## src/rtl/ps2_pkg.sv

```systemverilog
// ps2_pkg: receiver state encoding, parameter defaults and parity helper shared by keyboard blocks
package ps2_pkg;
   typedef enum logic [1:0] {IDLE, DATA, PARITY, STOP} ps2_state_t;
   localparam int FILTER_LEN_DEF  = 8;
   localparam int TIMEOUT_CYC_DEF = 50000;
   function automatic logic odd_ones(input logic [8:0] v);
      return ^v;
   endfunction
endpackage

```

## src/rtl/ps2_rx_if.sv

```systemverilog
// ps2_rx_if: PS/2 pins plus received-byte bus
//   ps2_clk, ps2_data : raw PS/2 pins, asynchronous to the system clock
//   scan_code         : last good byte; code_valid/parity_err/frame_err are one-cycle pulses
//   clk_filt          : glitch-filtered PS/2 clock level, for observation
//   master = receiver side, slave = pin driver / byte consumer side
interface ps2_rx_if;
   logic       ps2_clk;
   logic       ps2_data;
   logic       clk_filt;
   logic [7:0] scan_code;
   logic       code_valid;
   logic       parity_err;
   logic       frame_err;
   modport master (input ps2_clk, ps2_data, output clk_filt, scan_code, code_valid, parity_err, frame_err);
   modport slave  (output ps2_clk, ps2_data, input clk_filt, scan_code, code_valid, parity_err, frame_err);
endinterface

```

## src/rtl/ps2_filter.sv

```systemverilog
// ps2_filter: two-flop synchronizers for both pins and a run-length glitch filter on ps2_clk
//   clk, reset_n      : system clock, asynchronous active-low reset
//   ps2_clk, ps2_data : raw pins
//   clk_filt          : filtered clock level
//   fall              : one-cycle strobe on the cycle clk_filt becomes 0
//   data_s            : synchronized data, to be sampled while fall is high
module ps2_filter #(
   parameter int FILTER_LEN = ps2_pkg::FILTER_LEN_DEF
) (
   input  logic clk,
   input  logic reset_n,
   input  logic ps2_clk,
   input  logic ps2_data,
   output logic clk_filt,
   output logic fall,
   output logic data_s
);
   localparam int CW = $clog2(FILTER_LEN + 1);
   logic [1:0]    cs, ds;
   logic [CW-1:0] cnt;
   logic          flip;
   assign data_s = ds[1];
   // cnt holds how many consecutive samples already disagreed with clk_filt
   assign flip = (cs[1] != clk_filt) && (cnt == CW'(FILTER_LEN - 1));
   always_ff @(posedge clk or negedge reset_n)
      if (!reset_n) begin
         cs       <= 2'b11;
         ds       <= 2'b11;
         cnt      <= '0;
         clk_filt <= 1'b1;
         fall     <= 1'b0;
      end else begin
         cs       <= {cs[0], ps2_clk};
         ds       <= {ds[0], ps2_data};
         cnt      <= (cs[1] == clk_filt || flip) ? '0 : cnt + 1'b1;
         clk_filt <= flip ? cs[1] : clk_filt;
         fall     <= flip & clk_filt;
      end
endmodule

```

## src/rtl/ps2_rx.sv

```systemverilog
// ps2_rx: PS/2 keyboard frame receiver (start, 8 data LSB first, odd parity, stop)
//   clk, reset_n : 50 MHz system clock, asynchronous active-low reset
//   bus          : ps2_rx_if master -- raw pins in; scan_code, code_valid, parity_err, frame_err out
module ps2_rx
   import ps2_pkg::*;
#(
   parameter int FILTER_LEN  = FILTER_LEN_DEF,
   parameter int TIMEOUT_CYC = TIMEOUT_CYC_DEF
) (
   input logic      clk,
   input logic      reset_n,
   ps2_rx_if.master bus
);
   localparam int TW = $clog2(TIMEOUT_CYC + 1);
   ps2_state_t    state, state_n;
   logic [2:0]    bits, bits_n;
   logic [7:0]    sr, sr_n, code_n;
   logic          par, par_n, cv_n, pe_n, fe_n;
   logic [TW-1:0] tmo, tmo_n;
   logic          fall, d, tmo_hit;
   ps2_filter #(.FILTER_LEN(FILTER_LEN)) u_filter (
      .clk      (clk),
      .reset_n  (reset_n),
      .ps2_clk  (bus.ps2_clk),
      .ps2_data (bus.ps2_data),
      .clk_filt (bus.clk_filt),
      .fall     (fall),
      .data_s   (d)
   );
   assign tmo_hit = tmo == TW'(TIMEOUT_CYC);
   always_ff @(posedge clk or negedge reset_n)
      if (!reset_n) begin
         state          <= IDLE;
         bits           <= '0;
         sr             <= '0;
         par            <= 1'b0;
         tmo            <= '0;
         bus.scan_code  <= '0;
         bus.code_valid <= 1'b0;
         bus.parity_err <= 1'b0;
         bus.frame_err  <= 1'b0;
      end else begin
         state          <= state_n;
         bits           <= bits_n;
         sr             <= sr_n;
         par            <= par_n;
         tmo            <= tmo_n;
         bus.scan_code  <= code_n;
         bus.code_valid <= cv_n;
         bus.parity_err <= pe_n;
         bus.frame_err  <= fe_n;
      end
   // an edge is handled before the timeout check, so it wins a same-cycle tie
   always_comb begin
      state_n = state;
      bits_n  = bits;
      sr_n    = sr;
      par_n   = par;
      code_n  = bus.scan_code;
      cv_n    = 1'b0;
      pe_n    = 1'b0;
      fe_n    = 1'b0;
      tmo_n   = (state == IDLE || fall) ? '0 : tmo_hit ? tmo : tmo + 1'b1;
      if (fall)
         case (state)
            IDLE: begin
               state_n = d ? IDLE : DATA;
               bits_n  = '0;
            end
            DATA: begin
               sr_n    = {d, sr[7:1]};
               bits_n  = bits + 1'b1;
               state_n = (bits == 3'd7) ? PARITY : DATA;
            end
            PARITY: begin
               par_n   = d;
               state_n = STOP;
            end
            default: begin
               state_n = IDLE;
               fe_n    = ~d;
               cv_n    = d & odd_ones({sr, par});
               pe_n    = d & ~odd_ones({sr, par});
               code_n  = cv_n ? sr : bus.scan_code;
            end
         endcase
      else if (state != IDLE && tmo_hit) begin
         state_n = IDLE;
         fe_n    = 1'b1;
      end
   end
endmodule

```

## src/flat_wrapper.sv

```systemverilog
// flat-port wrapper written by rule: the top's interface ports become plain ports
module ps2_rx_flat import ps2_pkg::*;
#(
   parameter int FILTER_LEN  = FILTER_LEN_DEF,
   parameter int TIMEOUT_CYC = TIMEOUT_CYC_DEF
)
  (clk, reset_n, bus_ps2_clk, bus_ps2_data, bus_clk_filt, bus_scan_code, bus_code_valid, bus_parity_err, bus_frame_err);
  ps2_rx_if bus_i ();
  input logic clk;
  input logic reset_n;
  input wire logic [$bits(bus_i.ps2_clk)-1:0] bus_ps2_clk;
  input wire logic [$bits(bus_i.ps2_data)-1:0] bus_ps2_data;
  output wire logic [$bits(bus_i.clk_filt)-1:0] bus_clk_filt;
  output wire logic [$bits(bus_i.scan_code)-1:0] bus_scan_code;
  output wire logic [$bits(bus_i.code_valid)-1:0] bus_code_valid;
  output wire logic [$bits(bus_i.parity_err)-1:0] bus_parity_err;
  output wire logic [$bits(bus_i.frame_err)-1:0] bus_frame_err;
  assign bus_i.ps2_clk = bus_ps2_clk;
  assign bus_i.ps2_data = bus_ps2_data;
  assign bus_clk_filt = bus_i.clk_filt;
  assign bus_scan_code = bus_i.scan_code;
  assign bus_code_valid = bus_i.code_valid;
  assign bus_parity_err = bus_i.parity_err;
  assign bus_frame_err = bus_i.frame_err;
  ps2_rx #(.FILTER_LEN(FILTER_LEN), .TIMEOUT_CYC(TIMEOUT_CYC)) u_core (.clk(clk), .reset_n(reset_n), .bus(bus_i));
endmodule
```

## config.mk

```make
export PLATFORM = sky130hd
export DESIGN_NAME = ps2_rx_flat
export DESIGN_NICKNAME = d
export VERILOG_FILES = /design/src/rtl/ps2_pkg.sv /design/src/rtl/ps2_rx_if.sv /design/src/rtl/ps2_filter.sv /design/src/rtl/ps2_rx.sv /design/src/flat_wrapper.sv
export SDC_FILE = /design/constraint.sdc
export NUM_CORES = 1
export LEC_CHECK = 0
export CAP_MARGIN = 20
export CORE_UTILIZATION = 57
export DETAILED_ROUTE_END_ITERATION = 8
export MAX_ROUTING_LAYER = met4
export PLACE_DENSITY_LB_ADDON = 0.08
export RECOVER_POWER = 100
export SYNTH_ARGS = -nofsm -noshare
export SYNTH_HDL_FRONTEND = slang
export SYNTH_HIERARCHICAL = 1
export SYNTH_SLANG_ARGS = --single-unit
```

## constraint.sdc

```tcl
create_clock -name clk -period 2.3 [get_ports clk]
set_clock_uncertainty 0.2 [all_clocks]
set_input_delay 0.575 -clock clk [delete_from_list [all_inputs] [get_ports clk]]
set_output_delay 0.575 -clock clk [all_outputs]
set_load 0.01 [all_outputs]
```

==> key figures <==
Setup path
  • Delay-heaviest family, CP: flip-flops
  • R2R Path Start: u_core/sr[5]$_DFFE_PN0P_
  • WP depth: 1
  • Crit path largest cell delay: 0.59 ns
  • FF-to-FF End: u_core/bus.scan_code[1]$_DFFE_PN0P_
  • Cell Chain, Critical Path: clkdlybuf4s50_1
  • Worst path bufs/invs: 1
  • Critical Path RT: 1.52 ns
  • Highest-delay cell along the critical path: dfstp_2
  • CP arrival: 1.45 ns
  • Critical path launch point: u_core/u_filter/clk_filt$_DFFE_PN1P_
  • Worst-case reg-to-reg path depth: 5
  • Critical path class: reg -> out
  • Setup crit end: bus_clk_filt
  • Critical Path Start Type: flip-flop
  • CP max FO: 5
  • CP Capture Type: primary output
  • Setup slack, reg-to-reg: 0.10 ns

STA
  • Post-route clock period utilization: 96.6%
  • Worst rel slew slack: 13.8%
  • Final hold viol count: 0
  • Fmax: 450 MHz
  • Final TNS setup: 0 ns
  • Least-Margin Pin Slew: 1.29 ns
  • Final Setup Violations: 0
  • RSZ-0062 raised after global routing: no
  • Final Slew Violations: 0
  • Fin crit period: 2.22 ns

Logic synthesis
  • Synth top cells by count: dfrtp_1, nor2_1, nand2_1
  • Ys async rst share: 100%
  • Seq/Total Area, Yosys: 56.3%
  • Dominant cells by area after synthesis: dfrtp_1, mux2_2, xnor2_1, dfstp_2, nor2_1
  • Syn_nets: 208
  • YS warnings: 6
  • Post-synth cell types: 32
  • Top-area cell type share of the netlist area: 50.5%
  • Synth Flop Type: dfrtp_1
  • Flops & latches, synth: 51
  • Count leader, synth: dfrtp_1
  • Post-Synthesis Cells: 199
  • Mean Syn Cell Area: 11.4 um2
  • Mapped Area: 2280 um2
  • EDFF count, synth: 0
  • Top cell type by total area after synthesis: dfrtp_1

Placement
  • DP Wirelength: 2790 um
  • Number of I/O port buffers: 15
  • Placer Congestion: 0.810
  • Post-Place Cell Area: 2490 um2

Finish
  • Final nets: 230
  • Final Cell Area: 2590 um2
  • ANT cells: 0
  • Share of cells above drive strength 1: 14.9%
  • Area growth, synth to finish: 13.7%

Detailed routing
  • Vias: 1,485
  • DR vias/cell: 5.50
  • Post-Route WL: 3870 um
  • TritonRoute pass-1 iters: 4
  • DRC: 0
  • Final ANT Viol Nets: 0
  • Initial drt markers: 76
  • Routed WL per cell: 14.3 um

Clock tree
  • Root Driver: clkbuf_8
  • Clk_lat worst skew: 0.31 ns
  • Hold_buf cts: 0
  • Clock sinks: 51
  • CTS tree: built
  • Clock-pin slew on the worst setup and hold paths: 0.09 ns
  • CTS Buf Count: 5
  • # H-tree levels: 2
  • Longest Clk Path Bufs: 2

Die
  • Area of the die: 4250 um2
  • Starting Density: 60.9%
  • Core area: 3740 um2
  • Die X: 65.2 um
  • Num ports: 16
  • Die span in y: 65.2 um
  • Number of core rows: 22

Power and ir drop
  • Total Power: 1630 uW
  • Leakage: 0.00117 uW
  • PwrDens: 627 nW/um2
  • VDD IR max: 0.506 mV

GRT
  • Vias in the first global route: 1,563
  • Initial antenna violation count: 0
  • Total gr overflow: 0
  • Largest net degree at the start of global routing: 26
  • All-Layer GR Usage: 22.2%
  • First-pass GRT wire length: 6730 um

Run
  • Max-cap viol count: 0

Min path
  • Worst hold path class: reg -> reg

Run status
  • Status: finished, final reports clean
==> state kept, by name, indices dropped and copies added, names as in the netlist <==
register and flops:
u_core/tmo 16, u_core/bus.scan_code 8, u_core/sr 8, u_core/u_filter/cnt 4
u_core/bits 3, u_core/state 2, u_core/u_filter/cs 2, u_core/u_filter/ds 2
u_core/bus.code_valid 1, u_core/bus.frame_err 1, u_core/bus.parity_err 1, u_core/par 1
u_core/u_filter/clk_filt 1, u_core/u_filter/fall 1
==> power breakdown <==
part | internal (uW) | total (uW) | switching, uW
registers | 937 | 974 | 37.2
clock network | 246 | 539 | 293
logic | 55.9 | 112 | 56.2
total | 1240 | 1630 | 387
==> repair_timing <==
action                                 CTS  global route
buffers inserted                         0             1
gates resized for setup                  0             1
setup endpoints to repair                0             7
endpoints found under the hold margin    0             0
==> worst min-delay path by stage <==
stage | depth (start not counted) | endpoint | from | slack (ns)
floorplan | 0 | u_core/bits[0]$_DFFE_PN0P_ | reset_n | 0.08
global placement | 0 | u_core/u_filter/cs[1]$_DFF_PN1_ | u_core/u_filter/cs[0]$_DFF_PN1_ | 0.15
detailed placement | 0 | u_core/u_filter/cs[1]$_DFF_PN1_ | u_core/u_filter/cs[0]$_DFF_PN1_ | 0.15
CTS | 1 | u_core/bits[2]$_DFFE_PN0P_ | reset_n | 0.05
global route | 0 | u_core/u_filter/ds[1]$_DFF_PN1_ | u_core/u_filter/ds[0]$_DFF_PN1_ | 0.17
finish | 0 | u_core/u_filter/ds[1]$_DFF_PN1_ | u_core/u_filter/ds[0]$_DFF_PN1_ | 0.16
==> cells by family (layout without fill, tap and decap cells) <==
logic type,count (synthesis),in the layout,synth area share (%)
xor+xnor,26,26,10.3
buf+inv,12,35,1.98
fa+ha+maj,5,5,2.75
mux,16,16,8.57
simple gates,72,72,15.9
compound gates,17,17,4.17
flops,51,51,56.3
==> cells in the final DEF, fill, tap and decap left out, types with 2 or more instances in the layout <==
master         instances
clkbuf_1               2
xnor2_2                2
mux2_2                14
a21oi_1                2
nor2_1                23
dfstp_2                5
clkbuf_8               6
inv_1                  8
dfrtp_1               46
nor4bb_1               2
nor3_1                 2
nand4_1                4
o21ai_0               12
xor2_1                 9
xnor2_1               15
clkbuf_2               2
nor4_1                 2
and4_1                 2
ha_1                   5
nand2_1               18
dlygate4sd3_1         13
and3b_1                2
nand3_1                8
and3_1                 3
nand3b_1               2
==> routing by layer <==
| metal | GRT usage, % | wire length, um | vias to the layer above |
|---|---|---|---|
| met5 | - | 0 | - |
| met4 | 11.4 | 80 | 0 |
| met3 | 4.17 | 117 | 7 |
| met2 | 37.1 | 1960 | 32 |
| met1 | 25.6 | 1710 | 726 |
| li1 | - | - | 720 |
==> final cells by class <==
class	instances	area, um2
clock buffers	6	82.6
clock inverters	2	16.3
fillers	288	1150
inverters	8	30.0
multi-input cells	136	955
flip-flops and latches	51	1280
well taps	48	60.1
repair buffers	19	165
==> through the flow <==
stage / worst slack, ns / std cells / hold slack [ns] / utilization, %
floorplan: 0.251 / 199 / 0.0794 / -
global placement: 0.128 / 261 / 0.148 / 66.5
detailed placement: 0.0653 / 261 / 0.152 / 66.5
CTS: 0.0502 / 269 / 0.0486 / 69.2
global route: 0.00348 / 270 / 0.165 / 69.2
finish: 0.0779 / 270 / 0.158 / 69.2
(Power assumes the default switching activity.)
